===== src/rtl/z88_blink_pkg.sv =====
// Blink IO port map, TSTA bit layout and read-port decode for the RTC/timer block.
package z88_blink_pkg;

    localparam int unsigned IO_AW  = 8;
    localparam int unsigned IO_DW  = 8;
    localparam int unsigned TSTA_W = 3;

    localparam logic [IO_AW-1:0] P_TACK = 8'hB4;
    localparam logic [IO_AW-1:0] P_TMK  = 8'hB5;
    localparam logic [IO_AW-1:0] P_TSTA = 8'hB5;
    localparam logic [IO_AW-1:0] P_TIM0 = 8'hD0;
    localparam logic [IO_AW-1:0] P_TIM1 = 8'hD1;
    localparam logic [IO_AW-1:0] P_TIM2 = 8'hD2;
    localparam logic [IO_AW-1:0] P_TIM3 = 8'hD3;
    localparam logic [IO_AW-1:0] P_TIM4 = 8'hD4;

    localparam int unsigned TSTA_TICK = 0;
    localparam int unsigned TSTA_SEC  = 1;
    localparam int unsigned TSTA_MIN  = 2;

    typedef enum logic [2:0] {
        RD_NONE,
        RD_TSTA,
        RD_TIM0,
        RD_TIM1,
        RD_TIM2,
        RD_TIM3,
        RD_TIM4
    } rd_sel_e;

    // Map an IO address onto the readable register it selects.
    function automatic rd_sel_e rd_decode(input logic [IO_AW-1:0] a);
        rd_sel_e sel;
        case (a)
            P_TSTA:  sel = RD_TSTA;
            P_TIM0:  sel = RD_TIM0;
            P_TIM1:  sel = RD_TIM1;
            P_TIM2:  sel = RD_TIM2;
            P_TIM3:  sel = RD_TIM3;
            P_TIM4:  sel = RD_TIM4;
            default: sel = RD_NONE;
        endcase
        return sel;
    endfunction

endpackage


===== src/rtl/z88_rtc_timer_if.sv =====
// IO decoder side of the RTC/timer: level strobes, address, write and read data.
interface z88_rtc_timer_if;
    import z88_blink_pkg::*;

    logic             io_wr;
    logic             io_rd;
    logic [IO_AW-1:0] addr;
    logic [IO_DW-1:0] wdata;
    logic [IO_DW-1:0] rdata;

    modport master (output io_wr, output io_rd, output addr, output wdata, input rdata);
    modport slave  (input io_wr, input io_rd, input addr, input wdata, output rdata);
endinterface


===== src/rtl/z88_rtc_prescaler.sv =====
// Divides mck down to the 5 ms tick; restim holds the divider at zero.
module z88_rtc_prescaler #(
    parameter int unsigned TICK_DIV = 49152
) (
    input  logic mck,
    input  logic rin_n,
    input  logic restim,
    output logic tick_ev_c,
    output logic tick
);

    localparam int unsigned      PW        = $clog2(TICK_DIV);
    localparam logic [PW-1:0]    PRESC_MAX = PW'(TICK_DIV - 1);

    logic [PW-1:0] presc_q, presc_d;
    logic          tick_q, tick_d;

    always_ff @(posedge mck or negedge rin_n) begin
        if (!rin_n) begin
            presc_q <= '0;
            tick_q  <= 1'b0;
        end else begin
            presc_q <= presc_d;
            tick_q  <= tick_d;
        end
    end

    // Event fires in the terminal-count cycle; the tick pulse follows one cycle later.
    always_comb begin
        presc_d   = presc_q;
        tick_ev_c = 1'b0;
        if (restim) begin
            presc_d = '0;
        end else if (presc_q == PRESC_MAX) begin
            presc_d   = '0;
            tick_ev_c = 1'b1;
        end else begin
            presc_d = presc_q + PW'(1);
        end
        tick_d = tick_ev_c;
    end

    assign tick = tick_q;

endmodule


===== src/rtl/z88_rtc_timer.sv =====
// Blink RTC/timer: tick/second/minute cascade, sticky TSTA with mask, and the
// IO register file with a coherent snapshot of the time taken on each TIM0 read.
module z88_rtc_timer
    import z88_blink_pkg::*;
#(
    parameter int unsigned TICK_DIV = 49152,
    parameter int unsigned TIM0_MOD = 200,
    parameter int unsigned TIM1_MOD = 60,
    parameter int unsigned TIMM_W   = 21
) (
    input  logic               mck,
    input  logic               rin_n,
    input  logic               restim,
    z88_rtc_timer_if.slave     io,
    output logic               rtc_int,
    output logic               tick
);

    localparam int unsigned      T0W       = (TIM0_MOD > 1) ? $clog2(TIM0_MOD) : 1;
    localparam int unsigned      T1W       = (TIM1_MOD > 1) ? $clog2(TIM1_MOD) : 1;
    localparam logic [T0W-1:0]   TIM0_LAST = T0W'(TIM0_MOD - 1);
    localparam logic [T1W-1:0]   TIM1_LAST = T1W'(TIM1_MOD - 1);

    logic                  tick_ev_c;
    logic [TSTA_W-1:0]     ev_c;

    logic [T0W-1:0]        tim0_q, tim0_d;
    logic [T1W-1:0]        tim1_q, tim1_d;
    logic [TIMM_W-1:0]     timm_q, timm_d;
    logic [TSTA_W-1:0]     tsta_q, tsta_d;
    logic [TSTA_W-1:0]     tmk_q, tmk_d;
    logic [T1W-1:0]        sh_tim1_q, sh_tim1_d;
    logic [TIMM_W-1:0]     sh_timm_q, sh_timm_d;
    logic [IO_DW-1:0]      rdata_q, rdata_d;
    logic                  io_wr_q, io_rd_q;

    logic                  wr_p_c, rd_p_c, tack_c, tmk_we_c;
    logic [23:0]           sh_timm_ext_c;
    logic                  unused_wdata_hi;

    z88_rtc_prescaler #(
        .TICK_DIV (TICK_DIV)
    ) u_presc (
        .mck       (mck),
        .rin_n     (rin_n),
        .restim    (restim),
        .tick_ev_c (tick_ev_c),
        .tick      (tick)
    );

    always_ff @(posedge mck or negedge rin_n) begin
        if (!rin_n) begin
            tim0_q    <= '0;
            tim1_q    <= '0;
            timm_q    <= '0;
            tsta_q    <= '0;
            tmk_q     <= '0;
            sh_tim1_q <= '0;
            sh_timm_q <= '0;
            rdata_q   <= '0;
            io_wr_q   <= 1'b0;
            io_rd_q   <= 1'b0;
        end else begin
            tim0_q    <= tim0_d;
            tim1_q    <= tim1_d;
            timm_q    <= timm_d;
            tsta_q    <= tsta_d;
            tmk_q     <= tmk_d;
            sh_tim1_q <= sh_tim1_d;
            sh_timm_q <= sh_timm_d;
            rdata_q   <= rdata_d;
            io_wr_q   <= io_wr_d();
            io_rd_q   <= io_rd_d();
        end
    end

    function automatic logic io_wr_d();
        return io.io_wr;
    endfunction

    function automatic logic io_rd_d();
        return io.io_rd;
    endfunction

    // A level strobe acts once, on its rising edge.
    assign wr_p_c   = io.io_wr & ~io_wr_q;
    assign rd_p_c   = io.io_rd & ~io_rd_q;
    assign tack_c   = wr_p_c && (io.addr == P_TACK);
    assign tmk_we_c = wr_p_c && (io.addr == P_TMK);

    // Tick -> second -> minute cascade; the minute counter wraps without an event.
    always_comb begin
        ev_c            = '0;
        tim0_d          = tim0_q;
        tim1_d          = tim1_q;
        timm_d          = timm_q;
        ev_c[TSTA_TICK] = tick_ev_c;
        if (restim) begin
            tim0_d = '0;
            tim1_d = '0;
            timm_d = '0;
        end else if (tick_ev_c) begin
            if (tim0_q == TIM0_LAST) begin
                tim0_d         = '0;
                ev_c[TSTA_SEC] = 1'b1;
                if (tim1_q == TIM1_LAST) begin
                    tim1_d         = '0;
                    ev_c[TSTA_MIN] = 1'b1;
                    timm_d         = timm_q + TIMM_W'(1);
                end else begin
                    tim1_d = tim1_q + T1W'(1);
                end
            end else begin
                tim0_d = tim0_q + T0W'(1);
            end
        end
    end

    // Sticky status: a new event beats a simultaneous acknowledge.
    always_comb begin
        tsta_d = tsta_q;
        tmk_d  = tmk_q;
        for (int unsigned i = 0; i < TSTA_W; i++) begin
            if (ev_c[i]) begin
                tsta_d[i] = 1'b1;
            end else if (tack_c && io.wdata[i]) begin
                tsta_d[i] = 1'b0;
            end
        end
        if (tmk_we_c) begin
            tmk_d = io.wdata[TSTA_W-1:0];
        end
    end

    assign sh_timm_ext_c = 24'(sh_timm_q);

    // Read port; a TIM0 read freezes tim1/timm so D1..D4 belong to the same instant.
    always_comb begin
        rdata_d   = rdata_q;
        sh_tim1_d = sh_tim1_q;
        sh_timm_d = sh_timm_q;
        if (rd_p_c) begin
            case (rd_decode(io.addr))
                RD_TSTA: rdata_d = IO_DW'(tsta_q);
                RD_TIM0: begin
                    rdata_d   = IO_DW'(tim0_q);
                    sh_tim1_d = tim1_q;
                    sh_timm_d = timm_q;
                end
                RD_TIM1: rdata_d = IO_DW'(sh_tim1_q);
                RD_TIM2: rdata_d = sh_timm_ext_c[7:0];
                RD_TIM3: rdata_d = sh_timm_ext_c[15:8];
                RD_TIM4: rdata_d = sh_timm_ext_c[23:16];
                default: rdata_d = rdata_q;
            endcase
        end
    end

    assign unused_wdata_hi = ^io.wdata[IO_DW-1:TSTA_W];

    assign io.rdata = rdata_q;
    assign rtc_int  = |(tsta_q & tmk_q);

endmodule


===== src/flat_wrapper.sv =====
// flat-port wrapper written by rule: the top's interface ports become plain ports
module z88_rtc_timer_flat import z88_blink_pkg::*;
#(
    parameter int unsigned TICK_DIV = 49152,
    parameter int unsigned TIM0_MOD = 200,
    parameter int unsigned TIM1_MOD = 60,
    parameter int unsigned TIMM_W   = 21
)
  (mck, rin_n, restim, rtc_int, tick, io_io_wr, io_io_rd, io_addr, io_wdata, io_rdata);
  z88_rtc_timer_if io_i ();
  input  logic mck;
  input  logic rin_n;
  input  logic restim;
  output logic rtc_int;
  output logic tick;
  input wire logic [$bits(io_i.io_wr)-1:0] io_io_wr;
  input wire logic [$bits(io_i.io_rd)-1:0] io_io_rd;
  input wire logic [$bits(io_i.addr)-1:0] io_addr;
  input wire logic [$bits(io_i.wdata)-1:0] io_wdata;
  output wire logic [$bits(io_i.rdata)-1:0] io_rdata;
  assign io_i.io_wr = io_io_wr;
  assign io_i.io_rd = io_io_rd;
  assign io_i.addr = io_addr;
  assign io_i.wdata = io_wdata;
  assign io_rdata = io_i.rdata;
  z88_rtc_timer #(.TICK_DIV(TICK_DIV), .TIM0_MOD(TIM0_MOD), .TIM1_MOD(TIM1_MOD), .TIMM_W(TIMM_W)) u_core (.mck(mck), .rin_n(rin_n), .restim(restim), .io(io_i), .rtc_int(rtc_int), .tick(tick));
endmodule

===== config.mk =====
export PLATFORM = sky130hd
export DESIGN_NAME = z88_rtc_timer_flat
export DESIGN_NICKNAME = d
export VERILOG_FILES = /design/src/rtl/z88_blink_pkg.sv /design/src/rtl/z88_rtc_timer_if.sv /design/src/rtl/z88_rtc_prescaler.sv /design/src/rtl/z88_rtc_timer.sv /design/src/flat_wrapper.sv
export SDC_FILE = /design/constraint.sdc
export NUM_CORES = 1
export LEC_CHECK = 0
export BUFFER_PORTS_ARGS = -buffer_cell sky130_fd_sc_hd__buf_2
export CORE_AREA = 2 2 114 116
export DETAILED_ROUTE_END_ITERATION = 8
export DIE_AREA = 0 0 116 118
export GPL_TIMING_DRIVEN = 0
export REMOVE_ABC_BUFFERS = 1
export SLEW_MARGIN = 20
export SYNTH_ARGS = -nofsm -noshare
export SYNTH_HDL_FRONTEND = slang
export SYNTH_SLANG_ARGS = --single-unit

===== constraint.sdc =====
create_clock -name mck -period 2.45 [get_ports mck]
set_clock_uncertainty 0.2 [all_clocks]
set_input_delay 0.49 -clock mck [delete_from_list [all_inputs] [get_ports mck]]
set_output_delay 0.49 -clock mck [all_outputs]
set_load 0.02 [all_outputs]

# Word-level counts from Yosys, hierarchy flattened
# Cells that the tools add are included.
# W data, S select, Z words.
dict set report word_totals {
  regBits 95
  latch_bits 0
  ramBits 0
  romBits 0
  in_bits 21
  output_inout_bits 10
  word_cells 84
  mem_count 0
}
dict set report classes {
  add_sub_neg 4
  multipliers 0
  div_mod_pow 0
  order_cmp 0
  eq_ne 16
  n_shift 0
  mux 28
  bitwise_logic 5
  n_reduce_logical 17
}
# operator count
set op_table {}
lappend op_table {{$mux W21} 4}
lappend op_table {{$eq A8 B8 Y1 const B} 8}
lappend op_table {{$pmux W8 S6} 1}
lappend op_table {{$mux W16} 2}
lappend op_table {{$mux W6} 4}
lappend op_table {{$mux W8} 3}
lappend op_table {{$add A21 B1 Y21 const B} 1}
lappend op_table {{$pmux W3 S6} 1}
lappend op_table {{$add A16 B1 Y16 const B} 1}
lappend op_table {{$eq A16 B16 Y1 const B} 1}
lappend op_table {{$reduce_bool A2 Y1} 6}
lappend op_table {{$eq A3 B3 Y1 const B} 3}
lappend op_table {{$mux W1} 9}
lappend op_table {{$add A8 B1 Y8 const B} 1}
lappend op_table {{$add A6 B1 Y6 const B} 1}
lappend op_table {{$eq A3 B2 Y1 const B} 2}
lappend op_table {{$eq A6 B6 Y1 const B} 1}
lappend op_table {{$mux W2} 3}
lappend op_table {{$reduce_and A2 Y1} 3}
lappend op_table {{$reduce_bool A6 Y1} 1}
lappend op_table {{$logic_and A1 B1 Y1} 5}
lappend op_table {{$and A3 B3 Y3} 1}
lappend op_table {{$eq A3 B1 Y1 const B} 1}
lappend op_table {{$mux W3} 1}
lappend op_table {{other kinds (4)} 6}

# Depth between registers and ports, before layout
# Gate-level depths: netlist (run 1).
dict set report depth {
  word_depth 6
  depth_mapped 9
  depth_no_buf 6
}

# By module
# Synthesis (run 1) repeated with hierarchy kept, for this count alone.
dict set report unflattened {
  hier_cells 433
  hier_area_um2 4644.5
}
# mod n_inst cells_each area_per_inst_um2 seq_area_each_um2
set by_module_without_submodules {}
lappend by_module_without_submodules {z88_rtc_timer 1 354 3813.7 1951.9}
lappend by_module_without_submodules {z88_rtc_prescaler 1 79 830.8 425.4}

# Worst setup path before layout (run 1)
# OpenSTA, ideal clock, no wires.
dict set report synth_timing {
  path_type {reg2reg}
  from {register u_core.u_presc.presc_q[0]}
  to {register u_core.tim0_q[1]}
  setup_ns 0.078
  t_arrival_ns 1.987
  required_time_ns 2.172
  path_slack_ns 0.185
  stages_incl_launch_ff 9
  path_buffers 2
  synth_period_minus_slack_ns 2.265
  cell_sequence {dfrtp_1 > ha_1 > clkbuf_1 > nor2b_1 > nand4_1 > or4_1 > clkbuf_1 > or3b_1 > a21oi_1}
}
dict set report synth_via {
  elab_chain_len 4
}
# item line
set synth_rtl {}
lappend synth_rtl {{start: declaration} z88_rtc_prescaler.sv:15} ;# logic [PW-1:0] presc_q, presc_d;
lappend synth_rtl {{start signal: assignment} z88_rtc_prescaler.sv:23} ;# presc_q <= presc_d;
lappend synth_rtl {{$eq A16 B16 Y1} z88_rtc_prescaler.sv:34} ;# end else if (presc_q == PRESC_MAX) begin
lappend synth_rtl {{$mux W1} z88_rtc_prescaler.sv:34}
lappend synth_rtl {{$mux W1} z88_rtc_prescaler.sv:32} ;# if (restim) begin
lappend synth_rtl {{$reduce_bool A2 Y1 (no line)} -}
lappend synth_rtl {{end signal: assignment} z88_rtc_timer.sv:64} ;# tim0_q <= tim0_d;
lappend synth_rtl {{end: declaration} z88_rtc_timer.sv:27} ;# logic [T0W-1:0] tim0_q, tim0_d;
# Every way passes these cells.
# A chain may end at the register's enable or synchronous reset.

# Worst setup path in the final report (run 1)
dict set report layout_timing {
  from {register u_core.u_presc.presc_q[9]}
  to {register u_core.timm_q[18]}
}
dict set report layout_via {
  elab_chain_len 5
}
# item line
set layout_rtl {}
lappend layout_rtl {{$eq A16 B16 Y1} z88_rtc_prescaler.sv:34}
lappend layout_rtl {{$mux W1} z88_rtc_prescaler.sv:34}
lappend layout_rtl {{$mux W1} z88_rtc_prescaler.sv:32}
lappend layout_rtl {{$reduce_bool A2 Y1 (no line)} -}
lappend layout_rtl {{$reduce_and A3 Y1 (no line)} -}
lappend layout_rtl {{end signal: assignment} z88_rtc_timer.sv:66} ;# timm_q <= timm_d;
lappend layout_rtl {{end: declaration} z88_rtc_timer.sv:29} ;# logic [TIMM_W-1:0] timm_q, timm_d;
# Every way passes these cells.

==> results.json, run 1 <==
{
  "drt-initial-drc-count": 289,
  "clkSlewWorstSetupHoldPaths_ps": 70,
  "htree_levels": 3,
  "cts_buffers": 9,
  "insertion_delay_ps": 340,
  "grt_pass1_vias": 3600,
  "worstSetupPathType": "reg2reg",
  "met1_length_mm": 5.15,
  "syn_area_um2": 4730,
  "globalRouteTotalUtil": 0.165,
  "worstPathCellList": "nand4_1, nor4_4, buf_4, nand4_1, buf_6, or4_2, a21oi_2",
  "required_ps": 2510,
  "fmax_ghz": 0.417,
  "async_flop_share": 1.00,
  "critPathArrivalTime_ps": 2460,
  "ys_seq_area_frac": 0.503,
  "hpwl_mm": 7.17,
  "die_width_um": 116,
  "yosys-top-cells-area": "dfrtp_1 50%, mux2_2 7.6%, nand2_1 3.3%",
  "clock_sinks": 95,
  "syn_inst": 452,
  "vias": 3642,
  "port_buffers": 25,
  "rsz0062_at_grt": "true",
  "ios": 31,
  "n_antenna_cell": 0,
  "drt-total-wl_mm": 11.0,
  "area_delta_synth_final_pct": 19.4,
  "grt_pass1_wl_mm": 18.0,
  "final.min_clock_period_ps": 2400,
  "critPathSlowestCell": "or4_2",
  "dr.max_layer_used": "met4",
  "drc": 0,
  "synth-edff-count": 0,
  "synth-warning-count": 0,
  "ir_drop_uv": 354,
  "r2r_slack_ps": 50,
  "synth_top_area_share": 0.503,
  "path_delay_family": "simple AND/OR/NAND/NOR gates",
  "avgViaCountPerCell": 5.36,
  "final_max_slew_viol_count": 0,
  "worstMarginPinSlew_ps": 926,
  "period_share": 0.979,
  "met3WireLength_um": 300,
  "status": "finished, final reports clean",
  "core_um2": 12400,
  "fillers": 1202,
  "cts_tree": "yes",
  "p_leak_uw": 0.00249,
  "met2WireLength_mm": 5.42,
  "drive_gt1_frac": 0.278,
  "drtPass1Iterations": 4,
  "startpoint_type": "register",
  "synth_seq_cells": 95,
  "cellPowerDensity_nw_per_um2": 549,
  "initial_core_util": 0.381,
  "crit_top_cell": "nand4_1",
  "final_util": 0.455,
  "overflow": 0,
  "avgRoutedWirePerCell_um": 16.2,
  "die_y_um": 118,
  "stdcell_count": 680,
  "critPathBufInv": 2,
  "cts_max_path_buffers": 2,
  "synth_top_area_cell": "dfrtp_1",
  "setup_viol": 0,
  "antenna_found_initial": 0,
  "grt_max_degree": 68,
  "slowest_delay_ps": 540,
  "maxCapViolCount": 0,
  "crit_fanout": 6,
  "hold_class": "in2reg",
  "dp_worst_setup_slack_ps": -774,
  "avgSynthCellArea_um2": 10.5,
  "clk_root_buffer_cell": "clkbuf_16",
  "die_area_um2": 13700,
  "hold_viol_final": 0,
  "tns_ps": 0,
  "placed_cells": 631,
  "end_kind": "register",
  "ant_nets": 0,
  "synth.distinct_cells": 54,
  "gp_congestion": 0.787,
  "final_nets": 528,
  "fin_ws_ps": 52.2,
  "num_rows": 41,
  "max_slew_margin": 0.383,
  "synth_flop_cell": "dfrtp_1"
}
cell usage after synthesis, types with 2 or more instances:
library cell	count
and3_1	6
or3_2	4
and4_1	4
o31ai_1	7
xor2_1	11
or4_2	3
xnor2_1	10
and2_1	2
or3_1	11
nor2b_1	7
nor4b_1	2
nand4b_1	6
nor4_1	3
or4b_1	2
or4_1	8
nand4_1	14
ha_1	4
nand2_1	41
nor3_1	7
o32ai_1	3
buf_2	3
mux2i_1	3
nand2b_1	4
a21oi_1	30
mux2_2	32
nor2_1	31
a31oi_1	4
clkbuf_1	10
inv_1	13
dfrtp_1	95
nand3_1	14
o21ai_0	29
mux4_2	3
o22a_1	3
nor3b_1	4
power by group:
| group | switching (uW) | internal (uW) |
|---|---|---|
| Clock | 602 | 742 |
| Combinational | 104 | 52.0 |
| Sequential | 11.5 | 1590 |
| Total | 717 | 2380 |
cells in the final DEF (no fill, tap or decap), types with 13 or more instances in the layout:
cell / instances
buf_2: 25
dfrtp_1: 91
buf_4: 29
a21oi_1: 26
o21ai_0: 29
nor2_1: 31
mux2_2: 32
nand2_1: 38
nand3_1: 14
inv_1: 13
nand4_1: 14
kinds of logic after synthesis:
kind of cell               after synthesis  share of synthesized area
and+or+nand+nor                        181                      0.219
DFF                                     95                      0.503
AOI/OAI and AO/OA                       81                     0.0993
muxes                                   38                     0.0969
buffers and inverters                   32                     0.0323
xor gates and xnor gates                21                     0.0389
adders and majority gates                4                     0.0106
final timing paths:
path	startpoint	to	depth (start not counted)
setup reg to reg	u_core.u_presc.presc_q[9]	u_core.timm_q[18]	7
max in group asynchronous	rin_n	u_core.u_presc.presc_q[10]	3
hold reg to reg	u_core.io.rdata[0]	u_core.io.rdata[0]	2
setup / recovery	u_core.u_presc.presc_q[9]	u_core.timm_q[18]	7
min in group asynchronous	rin_n	u_core.sh_tim1_q[1]	2
hold / removal	io_io_wr	u_core.io_wr_q	1
area by class of cell:
type | count | area (um^2) | share of cell area
sequential | 95 | 2380 | 0.422
multi-input combinational | 325 | 2300 | 0.407
clock inverter | 5 | 31.3 | 0.00554
clock buffer | 11 | 253 | 0.0448
timing repair buffer | 59 | 414 | 0.0734
tap | 172 | 215 | 0.0381
inverter | 13 | 48.8 | 0.00865
metal layers:
layer  GRT usage  up-vias
li1            -     1753
met1       0.225     1836
met4      0.0580        0
met2       0.268       44
met5           0        -
met3      0.0216        9
sequential cells by signal, summed over array words and instances (netlist names):
name / count
u_core.tsta_q: 3
u_core.u_presc.tick: 1
u_core.io_rd_q: 1
u_core.sh_tim1_q: 6
u_core.tmk_q: 3
u_core.tim0_q: 8
u_core.timm_q: 21
u_core.tim1_q: 6
u_core.io.rdata: 8
u_core.u_presc.presc_q: 16
u_core.io_wr_q: 1
u_core.sh_timm_q: 21
timing repair:
action | 4_1_cts | 5_1_grt
setup buffers | 14 | 17
pin swaps | 4 | 11
resized for setup | 4 | 21
hold buffers | 1 | 0
cloned | 0 | 1
endpoints found under the setup margin | 27 | 52
endpoints found under the hold margin | 28 | 0
metrics by stage:
stage / hold slack, ps / cell area, um^2 / total power [uW]
2_1_floorplan: -5.59 / 4620 / 1680
3_3_place_gp: 268 / 4960 / 1760
3_5_place_dp: 190 / 5010 / 1770
4_1_cts: 63.6 / 5420 / 3120
5_1_grt: 75.7 / 5640 / 3200
6_report: 68.1 / 5640 / 3100
No activity file was read; power rests on OpenSTA's default activity.
==> inputs of run 2 (changes only) <==
Settings changed: CTS_BUF_LIST set to sky130_fd_sc_hd__clkbuf_4, CTS_CLUSTER_SIZE set to 10.
==> run 2 against run 1 <==
Wire length decreased by 3.0%. Sequential cell count did not move. Via count rose by 0.44%. First-iteration DRC count shrank 12%. Total power shrank 19%. Non-clock buffer count fell by 4. Hold slack improved by 29 ps. Final area decreased by 4.0%. Critical path type unchanged.
==> results.json, run 2 (synthesis results as in run 1) <==
{
  "status": "finished, final reports clean",
  "area_delta_synth_final_pct": 14.6,
  "htree_levels": 3,
  "clk_root_buffer_cell": "clkbuf_4",
  "p_seq_frac": 0.640,
  "grt_pass1_vias": 3594,
  "hold_slack_ps": 97.1,
  "final.min_clock_period_ps": 2380,
  "cts_tree": "yes",
  "critPathSlowestCell": "or4_2",
  "drc": 0,
  "die_y_um": 118,
  "combPwrFrac": 0.062,
  "period_share": 0.972,
  "startpoint_type": "register",
  "drive_gt1_frac": 0.256,
  "worstSetupPathType": "reg2reg",
  "worstMarginPinSlew_ps": 873,
  "use_met1": 0.225,
  "grt_max_degree": 68,
  "core_um2": 12400,
  "maxCapViolCount": 0,
  "globalRouteTotalUtil": 0.163,
  "final_nets": 524,
  "antenna_found_initial": 1,
  "hold_class": "in2reg",
  "top_regs": "u_core.sh_timm_q (21), u_core.timm_q (21), u_core.u_presc.presc_q (16)",
  "cellPowerDensity_nw_per_um2": 461,
  "final_common_cell": "dfrtp_1",
  "grt_pass1_wl_mm": 17.8,
  "p_leak_uw": 0.00237,
  "max_slew_margin": 0.418,
  "initial_core_util": 0.381,
  "clkSlewWorstSetupHoldPaths_ps": 150,
  "ios": 31,
  "cts_max_path_buffers": 2,
  "clkPwrFrac": 0.298,
  "clock_sinks": 95,
  "insertion_delay_ps": 450,
  "worstPathCellList": "nand4_1, nor4_4, buf_4, nand4_1, buf_6, or4_2, a21oi_2",
  "setup_viol": 0,
  "vias": 3658,
  "die_width_um": 116,
  "die_area_um2": 13700,
  "drt-initial-drc-count": 253,
  "end_kind": "register",
  "port_buffers": 25,
  "ir_drop_uv": 184,
  "cts_buffers": 9,
  "avgViaCountPerCell": 5.40,
  "overflow": 0,
  "gp_congestion": 0.787,
  "drtPass1Iterations": 4,
  "p_total_uw": 2500,
  "ant_nets": 0,
  "slowest_delay_ps": 560,
  "fmax_ghz": 0.420,
  "mostFrequentLayoutCells": "91 x dfrtp_1, 38 x nand2_1, 32 x mux2_2, 31 x nor2_1",
  "drt-total-wl_mm": 10.7,
  "power.switching_uw": 657,
  "critPathBufInv": 2,
  "path_delay_family": "simple AND/OR/NAND/NOR gates",
  "hold_viol_final": 0,
  "crit_fanout": 14,
  "crit_top_cell": "nand4_1",
  "p_sw_frac": 0.263,
  "critPathArrivalTime_ps": 2560,
  "intPower_uw": 1840,
  "top_usage_layer": "met2",
  "num_rows": 41,
  "hpwl_mm": 7.17,
  "grt_use_met3": 0.0294,
  "final_max_slew_viol_count": 0,
  "avgRoutedWirePerCell_um": 15.8,
  "required_ps": 2630,
  "use_met2": 0.264
}
[run 2: routing by layer]
layer  vias to the layer above  share of wire
li1                       1748              -
met1                      1848           0.46
met2                        56           0.50
met3                         6          0.031
met4                         0         0.0085
met5                         -              0
[run 2: worst paths after layout]
kind                                        to  cells after the start                      start  slack [ps]
setup / recovery              u_core.timm_q[9]                      7  u_core.u_presc.presc_q[2]          70
max in group asynchronous     u_core.tim0_q[5]                      3                      rin_n        1150
setup reg to reg              u_core.timm_q[9]                      7  u_core.u_presc.presc_q[2]          70
min in group asynchronous  u_core.sh_tim1_q[1]                      2                      rin_n         270
hold / removal                 u_core.tmk_q[0]                      2                io_wdata[0]         100
hold reg to reg             u_core.io.rdata[0]                      2         u_core.io.rdata[0]         300
[run 2: through the flow]
| stage | std cells | setup TNS [ps] | utilization | setup WS [ps] | cell area, um^2 |
|---|---|---|---|---|---|
| 6_report | 677 | 0 | 0.436 | 68.7 | 5420 |
| 2_1_floorplan | 433 | -2500 | - | -312 | 4620 |
| 5_1_grt | 677 | -76.0 | 0.436 | -24.9 | 5420 |
| 3_5_place_dp | 631 | -18150 | 0.403 | -774 | 5010 |
| 4_1_cts | 663 | -210 | 0.424 | -75.1 | 5260 |
| 3_3_place_gp | 630 | -68890 | 0.400 | -1240 | 4960 |
[run 2: final cells by class]
cell class | instances | area [um^2]
tap | 172 | 215
timing repair buffer | 55 | 388
clock buffer | 9 | 67.6
inverter | 13 | 48.8
antenna | 1 | 2.50
multi-input combinational | 325 | 2270
sequential | 95 | 2380
clock inverter | 7 | 38.8
fill | 1225 | 7000
[run 2: power by group through the flow]
stage | Combinational, uW | Clock (uW) | Sequential [uW]
final | 155 | 744 | 1600
after global routing | 176 | 824 | 1600
after CTS | 155 | 760 | 1600
after detailed placement | 144 | 0 | 1630
after global placement | 135 | 0 | 1630
after floorplan | 38.6 | 0 | 1640
[run 2: what timing repair did]
action / in CTS / in global routing
resized for setup: 3 / 15
hold buffers: 3 / 0
buffers inserted: 13 / 13
pin swaps: 4 / 5
setup endpoints to repair: 27 / 50
hold endpoints to repair: 30 / 0
==> inputs of run 3 (changes only) <==
Settings changed: CORE_AREA 2 2 114 116 to 2 2 113 115, DIE_AREA 0 0 116 118 to 0 0 115 117, SYNTH_HIERARCHICAL set to 1.
==> run 3 against run 2 <==
The run now ends with setup timing left. Non-clock buffer count is 4 higher. Final cell count fell by 5.2%. Synthesized cell count fell by 4.2%. Critical path depth is 2 higher. Sequential cell count unchanged. Wire length up 1.9%.
==> results.json, run 3 <==
{
  "p_leak_uw": 0.00244,
  "p_seq_frac": 0.562,
  "end_kind": "register",
  "tns_ps": -621,
  "ir_drop_uv": 276,
  "drive_gt1_frac": 0.277,
  "gp_congestion": 0.767,
  "die_y_um": 117,
  "intPower_uw": 2180,
  "syn_inst": 433,
  "worstMarginPinSlew_ps": 731,
  "hold_slack_ps": 79.3,
  "cts_buffers": 9,
  "antenna_found_initial": 1,
  "hold_depth": 2,
  "grt_max_degree": 65,
  "p_sw_frac": 0.232,
  "power.switching_uw": 659,
  "avgSynthCellArea_um2": 10.7,
  "port_buffers": 25,
  "setup_viol": 16,
  "fmax_ghz": 0.395,
  "drt-initial-drc-count": 259,
  "ant_nets": 0,
  "r2r_cells": 9,
  "yosysMostFrequentCell": "dfrtp_1",
  "top_regs": "u_core/sh_timm_q (21), u_core/timm_q (21), u_core/u_presc/presc_q (16)",
  "ys_seq_area_frac": 0.512,
  "synthTopCellsByCount": "95 x dfrtp_1, 37 x nor2_1, 34 x nand2_1, 27 x mux2_2, 23 x o21ai_0",
  "clock_sinks": 95,
  "rsz0062_at_grt": "true",
  "synth.distinct_cells": 53,
  "clk_root_buffer_cell": "clkbuf_4",
  "combPwrFrac": 0.066,
  "grt_pass1_vias": 3528,
  "globalRouteTotalUtil": 0.169,
  "drc": 0,
  "worstSetupPathType": "reg2reg",
  "ios": 31,
  "synth_seq_cells": 95,
  "fillers": 1151,
  "num_rows": 41,
  "htree_levels": 3,
  "avgViaCountPerCell": 5.62,
  "final_max_slew_viol_count": 0,
  "crit_fanout": 8,
  "cts_max_path_buffers": 2,
  "required_ps": 2640,
  "cellPowerDensity_nw_per_um2": 513,
  "vias": 3607,
  "p_total_uw": 2840,
  "startpoint_type": "register",
  "area_delta_synth_final_pct": 19.2,
  "hpwl_mm": 7.09,
  "maxCapViolCount": 0,
  "synth_flop_cell": "dfrtp_1",
  "final_common_cell": "dfrtp_1",
  "final.min_clock_period_ps": 2530,
  "overflow": 0,
  "drt-total-wl_mm": 10.9,
  "status": "finished with violations",
  "placed_cells": 593,
  "die_area_um2": 13500,
  "clkSlewWorstSetupHoldPaths_ps": 150,
  "stdcell_count": 642,
  "hold_viol_final": 0,
  "core_um2": 12300,
  "async_flop_share": 1.00,
  "synth_top_area_share": 0.512,
  "failed_checks": "setup timing",
  "synth_top_area_cell": "dfrtp_1",
  "yosys-top-cells-area": "dfrtp_1 51%, mux2_2 6.5%, xor2_1 3.2%",
  "cts_tree": "yes",
  "r2r_slack_ps": -80,
  "syn_area_um2": 4640,
  "clkPwrFrac": 0.372,
  "critPathArrivalTime_ps": 2720,
  "mostFrequentLayoutCells": "92 x dfrtp_1, 36 x nor2_1, 33 x nand2_1, 27 x mux2_2, 25 x buf_4",
  "synth-warning-count": 6,
  "synth-edff-count": 0,
  "period_share": 1.03,
  "fin_ws_ps": -84.3,
  "hold_class": "in2reg",
  "grt_pass1_wl_mm": 17.6,
  "avgRoutedWirePerCell_um": 17.0,
  "final_nets": 511,
  "insertion_delay_ps": 460,
  "die_width_um": 115,
  "drtPass1Iterations": 4,
  "initial_core_util": 0.377,
  "max_slew_margin": 0.513
}
[run 3: cell type report]
class,instances,area [um^2],area share
Tap cell,150,188,0.0339
Timing Repair Buffer,59,433,0.0782
Antenna cell,1,2.50,0.000452
Clock buffer,10,75.1,0.0136
Clock inverter,6,108,0.0194
Inverter,8,30.0,0.00542
Multi-Input combinational cell,313,2320,0.419
Sequential cell,95,2380,0.430
[run 3: stage by stage]
stage | cell area [um^2] | setup WS (ps) | utilization
after floorplan | 4570 | -589 | -
after global placement | 4890 | -1230 | 0.397
after detailed placement | 4940 | -1100 | 0.401
after CTS | 5420 | -31.3 | 0.440
after global routing | 5540 | -182 | 0.450
final | 5540 | -84.3 | 0.450
[run 3: cells by family after synthesis]
family	Yosys count	share of synthesized area
buffers and inverters	25	0.0218
muxes	39	0.0994
xor gates and xnor gates	26	0.0490
and+or+nand+nor	165	0.199
AOI/OAI and AO/OA	79	0.108
adders and majority gates	4	0.0108
DFF	95	0.512
[run 3: path summary, 6_finish.rpt]
check / end / start
max: u_core/timm_q[14] / u_core/u_presc/presc_q[11]
min in group asynchronous: u_core/u_presc/tick / rin_n
min reg2reg: u_core/io.rdata[2] / u_core/io.rdata[2]
max reg2reg: u_core/timm_q[14] / u_core/u_presc/presc_q[11]
max in group asynchronous: u_core/u_presc/presc_q[0] / rin_n
min: u_core/tmk_q[1] / io_wdata[1]
[run 3: timing repair]
item | 4_1_cts | 5_1_grt
resized for setup | 21 | 14
endpoints found under the setup margin | 36 | 47
pin swaps | 34 | 2
buffers inserted | 25 | 4
hold endpoints to repair | 33 | 0
hold buffers | 3 | 0
[run 3: critical path: stages, from the launching register on]
cell,delay (ps)
dfrtp_1,410
nand4_1,200
nor3_4,220
and3b_2,260
nand4bb_4,140
nor2_4,170
a21oi_4,90
buf_6,170
or4_1,470
a21oi_1,130
[run 3: power by group through the flow]
stage,sequential [uW],combinational (uW),clock [uW]
global route,1600,209,1150
CTS,1600,187,1100
global placement,1630,147,0
floorplan,1640,50.6,0
finish,1600,188,1060
detailed placement,1630,158,0
[run 3: layer usage]
layer	up-vias	routed length [um]	GRT usage
met5	-	0	0
met1	1802	4980	0.222
met3	16	536	0.0309
met2	86	5190	0.272
met4	0	182	0.0795
li1	1703	-	-
